**config.mk**
```make
export PLATFORM = sky130hd
export DESIGN_NAME = button_conditioner
export DESIGN_NICKNAME = d
export VERILOG_FILES = /design/src/rtl/button_conditioner.sv
export SDC_FILE = /design/constraint.sdc
export NUM_CORES = 1
export LEC_CHECK = 0
export BUFFER_PORTS_ARGS = -buffer_cell sky130_fd_sc_hd__buf_2
export CAP_MARGIN = 15
export CORE_UTILIZATION = 45
export DETAILED_ROUTE_END_ITERATION = 8
export PLACE_DENSITY = 0.58
export SLEW_MARGIN = 20
export SYNTH_ARGS = -nofsm -noshare
export SYNTH_HDL_FRONTEND = slang
export SYNTH_SLANG_ARGS = --single-unit
```
**constraint.sdc**
```tcl
create_clock -name clock -period 2.3 [get_ports clock]
set_input_delay 0.115 -clock clock [delete_from_list [all_inputs] [get_ports clock]]
set_output_delay 0.115 -clock clock [all_outputs]
set_load 0.005 [all_outputs]
```
**src/rtl/button_conditioner.sv**
```systemverilog
// Four-lane push-button conditioner: 2-flop synchroniser, counter debounce, press/release pulses.
// Define BTN_AUTOREPEAT_EN to add held-button auto-repeat on btn_press.
module button_conditioner #(
  parameter int NUM_BTN         = 4,
  parameter int DEBOUNCE_CYCLES = 250000,
  parameter int REPEAT_DELAY    = 12500000,
  parameter int REPEAT_PERIOD   = 2500000
) (
  input  logic               clock,
  input  logic               reset,
  input  logic [NUM_BTN-1:0] btn_in,
  output logic [NUM_BTN-1:0] btn_level,
  output logic [NUM_BTN-1:0] btn_press,
  output logic [NUM_BTN-1:0] btn_release
);

  localparam int            CW       = $clog2(DEBOUNCE_CYCLES + 1);
  localparam logic [CW-1:0] CNT_LAST = CW'(DEBOUNCE_CYCLES - 1);
  localparam logic [0:0]    ST_STABLE = 1'b0;
  localparam logic [0:0]    ST_COUNT  = 1'b1;

  logic [NUM_BTN-1:0] sync0_q, sync1_q;
  logic [NUM_BTN-1:0] state_q, state_d;
  logic [CW-1:0]      cnt_q [NUM_BTN];
  logic [CW-1:0]      cnt_d [NUM_BTN];
  logic [NUM_BTN-1:0] level_q, level_d;
  logic [NUM_BTN-1:0] press_q, press_d;
  logic [NUM_BTN-1:0] release_q, release_d;
  logic [NUM_BTN-1:0] flip;

  // Debounce lanes: any sample matching the current level is a bounce and restarts the count.
  always_comb begin
    for (int i = 0; i < NUM_BTN; i++) begin
      state_d[i] = state_q[i];
      cnt_d[i]   = cnt_q[i];
      flip[i]    = 1'b0;
      if (sync1_q[i] == level_q[i]) begin
        state_d[i] = ST_STABLE;
        cnt_d[i]   = '0;
      end else if (state_q[i] == ST_STABLE) begin
        if (DEBOUNCE_CYCLES == 1) begin
          flip[i] = 1'b1;
        end else begin
          state_d[i] = ST_COUNT;
          cnt_d[i]   = CW'(1);
        end
      end else if (cnt_q[i] == CNT_LAST) begin
        flip[i]    = 1'b1;
        state_d[i] = ST_STABLE;
        cnt_d[i]   = '0;
      end else begin
        cnt_d[i] = cnt_q[i] + CW'(1);
      end
    end
  end

  assign level_d   = level_q ^ flip;
  assign release_d = flip & level_q;

`ifdef BTN_AUTOREPEAT_EN
  localparam int            HMAX        = (REPEAT_DELAY > REPEAT_PERIOD) ? REPEAT_DELAY : REPEAT_PERIOD;
  localparam int            HW          = $clog2(HMAX + 1);
  localparam logic [HW-1:0] DELAY_LAST  = HW'(REPEAT_DELAY - 1);
  localparam logic [HW-1:0] PERIOD_LAST = HW'(REPEAT_PERIOD - 1);

  logic [HW-1:0]      hold_q [NUM_BTN];
  logic [HW-1:0]      hold_d [NUM_BTN];
  logic [NUM_BTN-1:0] rep_q, rep_d, rep_fire;

  // rep_q marks that the initial delay has elapsed, so later pulses use the shorter period.
  always_comb begin
    for (int i = 0; i < NUM_BTN; i++) begin
      hold_d[i]   = hold_q[i];
      rep_d[i]    = rep_q[i];
      rep_fire[i] = 1'b0;
      if (!level_q[i] || flip[i]) begin
        hold_d[i] = '0;
        rep_d[i]  = 1'b0;
      end else if ((!rep_q[i] && hold_q[i] == DELAY_LAST) ||
                   ( rep_q[i] && hold_q[i] == PERIOD_LAST)) begin
        rep_fire[i] = 1'b1;
        hold_d[i]   = '0;
        rep_d[i]    = 1'b1;
      end else begin
        hold_d[i] = hold_q[i] + HW'(1);
      end
    end
  end

  always_ff @(posedge clock) begin
    if (reset) begin
      rep_q <= '0;
      for (int i = 0; i < NUM_BTN; i++) hold_q[i] <= '0;
    end else begin
      rep_q <= rep_d;
      for (int i = 0; i < NUM_BTN; i++) hold_q[i] <= hold_d[i];
    end
  end

  assign press_d = (flip & ~level_q) | rep_fire;
`else
  assign press_d = flip & ~level_q;
`endif

  always_ff @(posedge clock) begin
    if (reset) begin
      sync0_q   <= '0;
      sync1_q   <= '0;
      state_q   <= '0;
      level_q   <= '0;
      press_q   <= '0;
      release_q <= '0;
      for (int i = 0; i < NUM_BTN; i++) cnt_q[i] <= '0;
    end else begin
      sync0_q   <= btn_in;
      sync1_q   <= sync0_q;
      state_q   <= state_d;
      level_q   <= level_d;
      press_q   <= press_d;
      release_q <= release_d;
      for (int i = 0; i < NUM_BTN; i++) cnt_q[i] <= cnt_d[i];
    end
  end

  assign btn_level   = level_q;
  assign btn_press   = press_q;
  assign btn_release = release_q;

endmodule

```
# Word-level counts from Yosys, hierarchy flattened
# Memories as Yosys holds them, arrays and structs flattened.
# Index checks and enable logic that the tools add are counted.
# totals
register_bits	24
ram_bits	72
input_bits	6
word_cells	73
mem_count	1
# mem_list
name	words	word_bits	rd	rd_clocked_by_memory_dff	wr	line_no	rtl
cnt_q	4	18	4	0	4	24	logic [CW-1:0] cnt_q [NUM_BTN];
# classes
add_sub_neg	4
n_eq_ne	8
n_mux	39
bitwise	8
reduce_logical	4
# op_table
operator	n
18-bit two-way mux	16
18-bit by 1-bit adder with 18-bit output, second input constant	4
18-bit == test, second input constant	4
1-bit two-way mux	23
4-bit bitwise AND	2
2-bit OR reduction	4
1-bit == test	4
4-bit inverter	1
1-bit OR	4
4-bit XOR	1

# Longest topological paths before layout
# depth
depth_word	5
depth_mapped	7
depth_no_buf	5

# Least setup slack after synthesis
# Ideal clock, no wire load.
# synth_timing
path_type	reg2reg
start	mem cnt_q[2][0] (netlist name)
end	mem cnt_q[2][13] (netlist name)
arrival_ns	1.686
slack_ns	0.500
stages_incl_launch_ff	8
n_path_buf	2
period_less_slack_ns	1.800
path_cell_list	dfxtp_1 ha_1 nand3_1 or3_1 clkbuf_1 o21ai_2 buf_4 nor2_1
# synth_rtl
item	line_no
start: declaration	24

==> qor.csv <==
metric,value,unit
cts_buffers,9,
antenna_found_initial,0,
p_leak,1.46,nW
area_growth,11.1,%
vias,3220,
design.portCount,18,
drt_first_pass_iters,6,
core,8850,sq um
synth_fp_nets,473,
dieArea,9650,sq um
synthTopCellsByCount,"dfxtp_1 (96), nor2_1 (66), xnor2_1 (34), nand3_1 (26), xor2_1 (22)",
cts_buffer_depth,2,
powerDensity,630,nW/um^2
grt_pass1_vias,2933,
cts_hold_buf,4,
wl_per_cell,12.9,um
drt-initial-drc-count,77,
hpwlAfterDp,5290,um
layout-drive-gt1-share,10.3,%
ys_seq_area_share,46.1,%
fmax,0.529,GHz
cts-resized-gates,0,
report.final.slew_viol_count,0,
clock_latency,0.35,ns
grt_util_all_layers,16.6,%
hold_depth,2,
num_antenna_cells,0,
portBuffers,17,
die_w,98.3,um
final_util,52.3,%
p_sw,614,uW
combPwrFrac,1.1,%
via_per_inst,5.35,
hold_viol,0,
seq_power_share,57.5,%
swShare,21.0,%
crit_required,2.59,ns
critPathLaunchType,flop,
synth_edf_count,0,
synth_seq_cells,96,
antenna_left,0,
setup_viol,0,
clkPwrFrac,41.4,%
postCtsSetupBuffers,0,
path_clk_slew,0.09,ns
remaining_drc_errors,0,
grt_overflow,0,
multi_input_comb_area,2140,sq um
slew_headroom,58.6,%
instances_no_fill,602,
syn_avg_cell_area,9.00,sq um
finalPower,2.92,mW
crit_type,flop to flop,
start_util,47.1,%
reg2reg_depth,5,
rsz0062_at_grt,false,
finish.net_count,499,
rows,34,
cts_sinks,96,
synth_top_cells_by_area,"dfxtp_1 (46%), xnor2_1 (7.1%), nor2_1 (5.9%)",
yosysTopAreaCellShare,46.1,%
cap_violations,0,
crit_path_end_kind,flop,
peakVddDrop,298,uV
nFillCells,820,
syn-cell-area,4170,sq um
cts_tree,done,
syn_inst,463,
dp_cells,582,
yosysMostFrequentCell,dfxtp_1,
yosysWarnings,0,
wirelength,7760,um
tns,0,ns
grt_max_degree,23,
fp.dieH,98.3,um
synthFlopType,dfxtp_1,
fin_crit_sh,82.1,%
cts-root-buf,clkbuf_8,
crit_path_max_fanout,6,
p_int,2.30,mW
min_period,1.89,ns
arrival,2.18,ns
hold_class,input pin to flop,
yosys.area.top_type,dfxtp_1,
status,"complete, no violations",
gp_congestion,0.762,
register_area,1920,sq um
async_reset_ff_share,0,%
yosysUniqueCellTypes,51,
skew,0.0149,ns
grt_pass1_wl,13200,um
htree_levels,3,
tightest_slew,0.616,ns
==> cell usage in the layout (no fill, tap or decap), types with 11 or more instances in the layout <==
cell type / count
nor2_1: 66
nor3_1: 12
a21oi_1: 20
nand4_1: 21
xor2_1: 22
nand2_1: 20
nand3_1: 26
dfxtp_1: 96
nor4_1: 19
or3_1: 11
buf_2: 17
xnor2_1: 34
inv_1: 14
==> critical path, stage by stage (launching register included) <==
cell and delay, ns:
dfxtp_1 0.37, ha_1 0.24, nand3_1 0.21, or4_1 0.57
or3_1 0.31, a21oi_1 0.13
==> per-layer routing <==
| layer | track usage [%] | part of all wire [%] | up-vias |
|---|---|---|---|
| li1 | - | - | 1695 |
| met1 | 23.0 | 54 | 1480 |
| met3 | 2.79 | 2.1 | 8 |
| met2 | 25.4 | 43 | 37 |
| met4 | 7.46 | 1.4 | 0 |
| met5 | 0 | 0 | - |
==> stage by stage <==
stage / hold WS (ns) / setup WS (ns) / area [sq um]
2_1_floorplan: 0.243 / 0.500 / 4170
3_3_place_gp: 0.326 / 0.445 / 4370
3_5_place_dp: 0.330 / 0.421 / 4370
4_1_cts: 0.165 / 0.400 / 4630
5_1_grt: 0.189 / 0.280 / 4630
6_report: 0.176 / 0.411 / 4630
==> power groups by stage <==
stage	sequential [mW]	clock [mW]	combinational [mW]
2_1_floorplan	1.71	0	0.0194
3_3_place_gp	1.72	0	0.0267
3_5_place_dp	1.72	0	0.0273
4_1_cts	1.68	1.24	0.0327
5_1_grt	1.68	1.30	0.0359
6_report	1.68	1.21	0.0323
==> final cells by class <==
type	count	share of cell area, %
Timing Repair Buffer	26	3.51
Multi-Input combinational cell	342	46.2
Clock buffer	9	2.67
Tap cell	108	2.92
Sequential cell	96	41.5
Clock inverter	7	2.05
Inverter	14	1.13
==> sequential cells by signal, indices dropped and copies added, names as in the netlist, named ones only <==
register / flops
sync1_q: 4
cnt_q: 72
state_q: 4
btn_release: 4
btn_press: 4
sync0_q: 4
==> path summary, 6_finish.rpt <==
path | startpoint | endpoint | slack [ns]
worst max-delay path | cnt_q[2][0] | cnt_q[2][16] | 0.41
worst min-delay path | reset | sync1_q[3] | 0.18
worst max register to register | cnt_q[2][0] | cnt_q[2][16] | 0.41
worst min register to register | sync0_q[3] | sync1_q[3] | 0.44
==> cell families (layout without fill, tap and decap cells) <==
logic type      after synthesis  after routing  share of synthesized area, %
compound gates               46             46                          6.69
mux                           1              1                         0.240
xor+xnor                     56             56                          11.8
fa+ha+maj                     4              4                          1.20
simple gates                235            235                          31.4
flops                        96             96                          46.1
buf+inv                      25             56                          2.58
No activity file was read; power rests on OpenSTA's default activity.
